===== src/rtl/alu_sequencer.sv =====
// alu_sequencer: initiator for a combinational ALU. Accepts an opcode and two operands,
// steps the ALU through LOAD_Y and EXEC, and returns the captured Z over valid/ready.
//
// state  | meaning
// IDLE   | waiting for a request; req_ready high
// LOAD_Y | Y register loaded from latched operand a
// EXEC   | op/bus driven to the ALU; Z and err captured at end of cycle
// RESP   | result held on resp_* until the consumer accepts it
module alu_sequencer #(
  parameter int REG_SIZE = 32,
  parameter int CNT_SIZE = 16
) (
  input  logic                clock,
  input  logic                clear,
  input  logic                req_valid,
  output logic                req_ready,
  input  logic [3:0]          req_op,
  input  logic [REG_SIZE-1:0] req_a,
  input  logic [REG_SIZE-1:0] req_b,
  output logic [3:0]          alu_ctrl,
  output logic [REG_SIZE-1:0] alu_y,
  output logic [REG_SIZE-1:0] alu_bus,
  input  logic [REG_SIZE-1:0] alu_z,
  output logic                resp_valid,
  input  logic                resp_ready,
  output logic [REG_SIZE-1:0] resp_data,
  output logic                resp_err,
  output logic [CNT_SIZE-1:0] op_count
);

  typedef enum logic [1:0] {
    IDLE   = 2'd0,
    LOAD_Y = 2'd1,
    EXEC   = 2'd2,
    RESP   = 2'd3
  } state_t;

  state_t              state;
  state_t              state_next;
  logic [3:0]          op_q;
  logic [REG_SIZE-1:0] a_q;
  logic [REG_SIZE-1:0] b_q;
  logic [REG_SIZE-1:0] y_q;
  logic [REG_SIZE-1:0] z_q;
  logic                err_q;
  logic [CNT_SIZE-1:0] cnt_q;
  logic                req_fire;
  logic                resp_fire;
  logic                op_illegal;

  assign req_fire   = req_valid && (state == IDLE);
  assign resp_fire  = resp_ready && (state == RESP);
  // Opcodes 1100..1111 have no ALU function and skip straight to the response.
  assign op_illegal = (req_op[3:2] == 2'b11);

  always_ff @(posedge clock or posedge clear) begin
    if (clear) begin
      state <= IDLE;
    end else begin
      state <= state_next;
    end
  end

  always_comb begin
    state_next = state;
    case (state)
      IDLE:    if (req_fire) state_next = op_illegal ? RESP : LOAD_Y;
      LOAD_Y:  state_next = EXEC;
      EXEC:    state_next = RESP;
      RESP:    if (resp_fire) state_next = IDLE;
      default: state_next = IDLE;
    endcase
  end

  always_ff @(posedge clock or posedge clear) begin
    if (clear) begin
      op_q  <= '0;
      a_q   <= '0;
      b_q   <= '0;
      y_q   <= '0;
      z_q   <= '0;
      err_q <= 1'b0;
      cnt_q <= '0;
    end else begin
      if (req_fire) begin
        op_q <= req_op;
        a_q  <= req_a;
        b_q  <= req_b;
        if (op_illegal) begin
          z_q   <= '0;
          err_q <= 1'b1;
        end
      end
      if (state == LOAD_Y) begin
        y_q <= a_q;
      end
      if (state == EXEC) begin
        z_q   <= alu_z;
        err_q <= 1'b0;
      end
      if (resp_fire) begin
        cnt_q <= cnt_q + CNT_SIZE'(1);
      end
    end
  end

  // ALU control and bus are only non-zero while the ALU is being exercised.
  assign alu_ctrl   = (state == EXEC) ? op_q : 4'b0000;
  assign alu_bus    = (state == EXEC) ? b_q : '0;
  assign alu_y      = y_q;
  assign req_ready  = (state == IDLE) && !clear;
  assign resp_valid = (state == RESP);
  assign resp_data  = z_q;
  assign resp_err   = err_q;
  assign op_count   = cnt_q;

endmodule


===== config.mk =====
export PLATFORM = sky130hd
export DESIGN_NAME = alu_sequencer
export DESIGN_NICKNAME = d
export VERILOG_FILES = /design/src/rtl/alu_sequencer.sv
export SDC_FILE = /design/constraint.sdc
export NUM_CORES = 1
export LEC_CHECK = 0
export ABC_AREA = 1
export BUFFER_PORTS_ARGS = -buffer_cell sky130_fd_sc_hd__buf_2
export CORE_AREA = 2 2 104 132
export CTS_CLUSTER_DIAMETER = 150
export DETAILED_ROUTE_END_ITERATION = 7
export DIE_AREA = 0 0 106 134
export GPL_TIMING_DRIVEN = 1
export PLACE_DENSITY = 0.77
export SYNTH_ARGS = -nofsm -noshare
export SYNTH_HDL_FRONTEND = slang
export SYNTH_SLANG_ARGS = --single-unit

===== constraint.sdc =====
create_clock -name clock -period 6.45 [get_ports clock]
set_input_delay 0.645 -clock clock [delete_from_list [all_inputs] [get_ports clock]]
set_output_delay 0.645 -clock clock [all_outputs]
set_load 0.005 [all_outputs]

---- After elaboration in Yosys (flattened, before gate mapping) ----
Cells that the tools add are included.
storage, ports and cells
  register bits ........................... 151
  latch bits .............................. 0
  memory bits (writable) .................. 0
  memory bits (read-only) ................. 0
  input bits .............................. 104
  output and inout bits ................... 119
  word-level logic and storage cells ...... 36
  memories kept ........................... 0
cells by class
  add/sub/neg operators ................... 1
  $mul .................................... 0
  div/mod/pow operators ................... 0
  magnitude comparators ................... 0
  equality and inequality tests ........... 6
  shifts and indexed selects .............. 0
  multiplexer cells ....................... 12
  bitwise operators ....................... 0
  reduce and logical (&&, ||, !) cells .... 9
operators with widths
  operator                                                                  number
  32-bit 2-to-1 mux                                                         4
  16-bit by 1-bit adder with 16-bit output (second input constant)          1
  2-bit case mux with 4 select lines                                        1
  2-bit == test (second input constant)                                     3
  2-bit 2-to-1 mux                                                          3
  4-bit 2-to-1 mux                                                          1
  2-bit AND reduction                                                       2
  2-bit nonzero test                                                        2
  1-bit logical AND                                                         3
  1-bit 2-to-1 mux                                                          3
  2-bit by 1-bit == test with 1-bit output (second input constant)          1
  2-bit zero test                                                           1
  2-bit by 1-bit inequality test with 1-bit output (second input constant)  1
  2-bit inequality test (second input constant)                             1
  1-bit zero test                                                           1

---- Depth between registers and ports, before layout ----
  depth in word-level cells ............... 4
  depth in mapped cells ................... 8

---- Worst setup path after synthesis ----
No wires, ideal clock.
  kind .................................... register to output
  start point ............................. reg state[0]
  end point ............................... out alu_bus[10]
  arrival ................................. 1.050 ns
  data required time ...................... 5.805 ns
  path slack .............................. 4.755 ns
  stages on the path, launching flop included .. 7
  cell sequence ........................... dfrtp_1 > inv_1 > ha_1 > buf_2 > buf_2 > nand2_1 > inv_1
on the way
  word-level cells in the longest chain between the ends .. 2
ends and longest elaborated chain
  item                      RTL line  text
  start: declaration        38        state_t state;
  start signal: assignment  60        state <= state_next;
  2-bit == test             109       assign alu_bus = (state == EXEC) ? b_q : '0;
  32-bit 2-to-1 mux         109
  end: declaration          22        output logic [REG_SIZE-1:0] alu_bus,
No other way between the ends.

---- Worst setup path after layout ----
  start point ............................. reg state[0]
  end point ............................... out alu_bus[20]
The elaborated chain is that of the path after synthesis.

==> out/qor.yml <==
synthesis:
  synth_top_family_by_area: "simple AND/OR/NAND/NOR gates"
  syn_inst: 704
  synthesis.nets: 814
  ys_ff_latch: 151
  synth_cell_types: 30
  yosys.area_share.simple: 0.2588
  yosys.area.top_type: "dfrtp_1"
  ys_seq_area_frac: 0.5934
  synth_area_leaders: "dfrtp_1 59%, nand2_1 20%, mux2_2 5.3%"
  yosysWarningCount: 0
  ys.flop_type: "dfrtp_1"
  synthMuxAreaShare: 0.05659
  synth_fa_ha_area_frac: 0.01179
  syn_area_mm2: 0.006367
  synth_top_cell_area_share: 0.5934
  synth_xor_area_frac: 0.009629
  synth_compound_area_frac: 0.007271
  ys_async_sr_fraction: 1.000
  avgSynthCellArea_um2: 9.045
  synth_edf_count: 0
global_route:
  grt_pass1_vias: 5058
  antenna_found_initial: 0
  grt-ovfl-total: 0
  grt_pass1_wl_um: 23750
  use_met2: 0.3581
  grt_max_degree: 98
  use_met3: 0.05151
  gr-max-usage-layer: "met2"
  use_met1: 0.2637
  track_usage: 0.2111
finish:
  drive_above_1_share: 0.3204
  design_area_mm2: 0.008077
  final_common_cell: "nand2_1"
  finalNetCount: 1026
  final_cell_mix: "342 x nand2_1, 222 x buf_2, 151 x dfrtp_1"
  antenna_cells: 0
  nFillCells: 1129
  fin_util: 0.6215
  syn2layout_area_growth_pct: 26.84
critical_path:
  critPathMaxFanout: 71
  max_stage_delay_ns: 0.55
  reg2regPathDepth: 8
  rr_endpoint: "resp_data[13]$_DFFE_PP0P_"
  crit_chain: "inv_1 -> ha_2 -> buf_4 -> nand2_1 -> inv_1 -> buf_2"
  crit_path_start_kind: "flip-flop"
  path_class: "reg -> out"
  critPathArrivalTime_ns: 2.03
  r2r_setup_slack_ns: 3.87
  startpoint: "state[0]$_DFFE_PP0P_"
  cp_common_cell: "inv_1"
  slowest_stage: "buf_4"
  path_buf_inv: 4
  endpoint_kind: "primary output"
  crit_family: "buffers and inverters"
  reg2reg_from: "state[0]$_DFFE_PP0P_"
  worstPathRequired_ns: 5.80
detailed_routing:
  antenna_left: 0
  drt-total-wl_um: 14490
  first_pass_iters: 4
  post-route-drc-count: 0
  vias: 5166
  avgRoutedWirePerCell_um: 13.20
  dr.first_iter.drc_count: 371
  vias_per_cell: 4.705
timing:
  slew_headroom: 0.3530
  skew_ns: 0.008556
  max_slew.worst_pin.slew_ns: 0.9695
  fin_crit_sh: 0.4151
  max_freq_ghz: 0.3735
  final_max_slew_viol_count: 0
  hold_viol_final: 0
  rsz0062_at_grt: "no"
  fin_tns_setup_ns: 0
  setup_viol: 0
  fin_crit_ns: 2.678
hold_path:
  hold_class: "in -> async"
floorplanning:
  die_area_mm2: 0.01420
  rows: 47
  start_util: 0.4899
  pin_count: 223
  die_w_um: 106
  die_h_um: 134
  coreArea_mm2: 0.01300
placement:
  dp_hpwl_um: 9939
  place_area_mm2: 0.007551
  gp_congestion: 0.8044
  portBuffers: 222
clock_tree:
  cts-buffers-inserted: 17
  cts_tree: "yes"
  ctsResizeCount: 0
  cts_root_buf: "clkbuf_16"
  cts_buffer_depth: 2
  cts.sinks: 151
  htreeDepth: 4
  clk_latency_ns: 0.41
  ctsHoldBuffers: 0
  cts.clk_slew.worst_paths_ns: 0.06
  cts_setup_buffers: 0
flow_run:
  drv_cap: 0
power:
  p_per_area_mw_per_mm2: 460.5
  p_leak_uw: 0.004801
  ir_drop_mv: 0.2688
outcome:
  status: "finished clean"
## worst max-delay path by stage
stage | endpoint | slack, ns | cells after the start
after floorplan | a_q[0]$_DFFE_PP0P_ | 1.74 | 1
after global placement | resp_data[23]$_DFFE_PP0P_ | 3.80 | 7
after detailed placement | resp_data[13]$_DFFE_PP0P_ | 3.78 | 7
after CTS | alu_bus[21] | 3.73 | 6
after global routing | resp_data[10]$_DFFE_PP0P_ | 3.50 | 8
final | alu_bus[20] | 3.77 | 6
## cells in the mapped netlist (2+ instances only)
cell,instances
mux2_1,2
inv_1,58
ha_1,6
xor2_1,3
clkbuf_1,3
nor2_4,2
nor2_2,3
nand3_1,39
a21oi_1,2
buf_4,6
mux2_2,30
xnor2_1,4
nand2_2,2
dfrtp_1,151
o21ai_0,5
buf_1,3
nand2_1,342
nor2_1,12
buf_2,18
nand4_1,3
## through the flow
step                      total power (uW)  worst slack [ns]  instances  hold WS, ns
after floorplan                       2389             1.740        704       0.4433
after global placement                2825             3.800       1068       0.4564
after detailed placement              2879             3.785       1068       0.4609
after CTS                             3765             3.730       1098       0.4077
after global routing                  4011             3.497       1098       0.4241
final                                 3719             3.772       1098       0.4251
## metal layers
metal  up-vias  routed length, um
met4         0                257
met5         -                  0
li1       2570                  -
met3        23                875
met2       186               7385
met1      2387               5971
## power breakdown
group	internal [uW]	switching, uW	total, uW
Sequential	1360	236	1600
Clock	515	356	871
Combinational	561	689	1250
## state kept, by name, summed over array words and instances (netlist names)
register	count
alu_y	32
op_count	16
state	2
op_q	4
b_q	32
resp_data	32
resp_err	1
a_q	32
## logic make-up (layout without fill, tap and decap cells)
kind of cell               count (synthesis)  after routing
AOI/OAI and AO/OA                          9              9
xor gates and xnor gates                   7              7
adders and majority gates                  6              6
buffers and inverters                     91            314
DFF                                      151            151
muxes                                     32             32
and+or+nand+nor                          408            408
## layout make-up
| type | instances | area [um^2] | share of cell area |
|---|---|---|---|
| clock buffers | 22 | 474.2 | 0.05871 |
| clock inverters | 8 | 51.30 | 0.006352 |
| inverters | 59 | 229.0 | 0.02835 |
| multi-input cells | 462 | 2196 | 0.2719 |
| flip-flops and latches | 151 | 3779 | 0.4679 |
| well taps | 171 | 214.0 | 0.02649 |
| repair buffers | 225 | 1134 | 0.1404 |
Note: power is estimated with default switching activity, not from simulation.
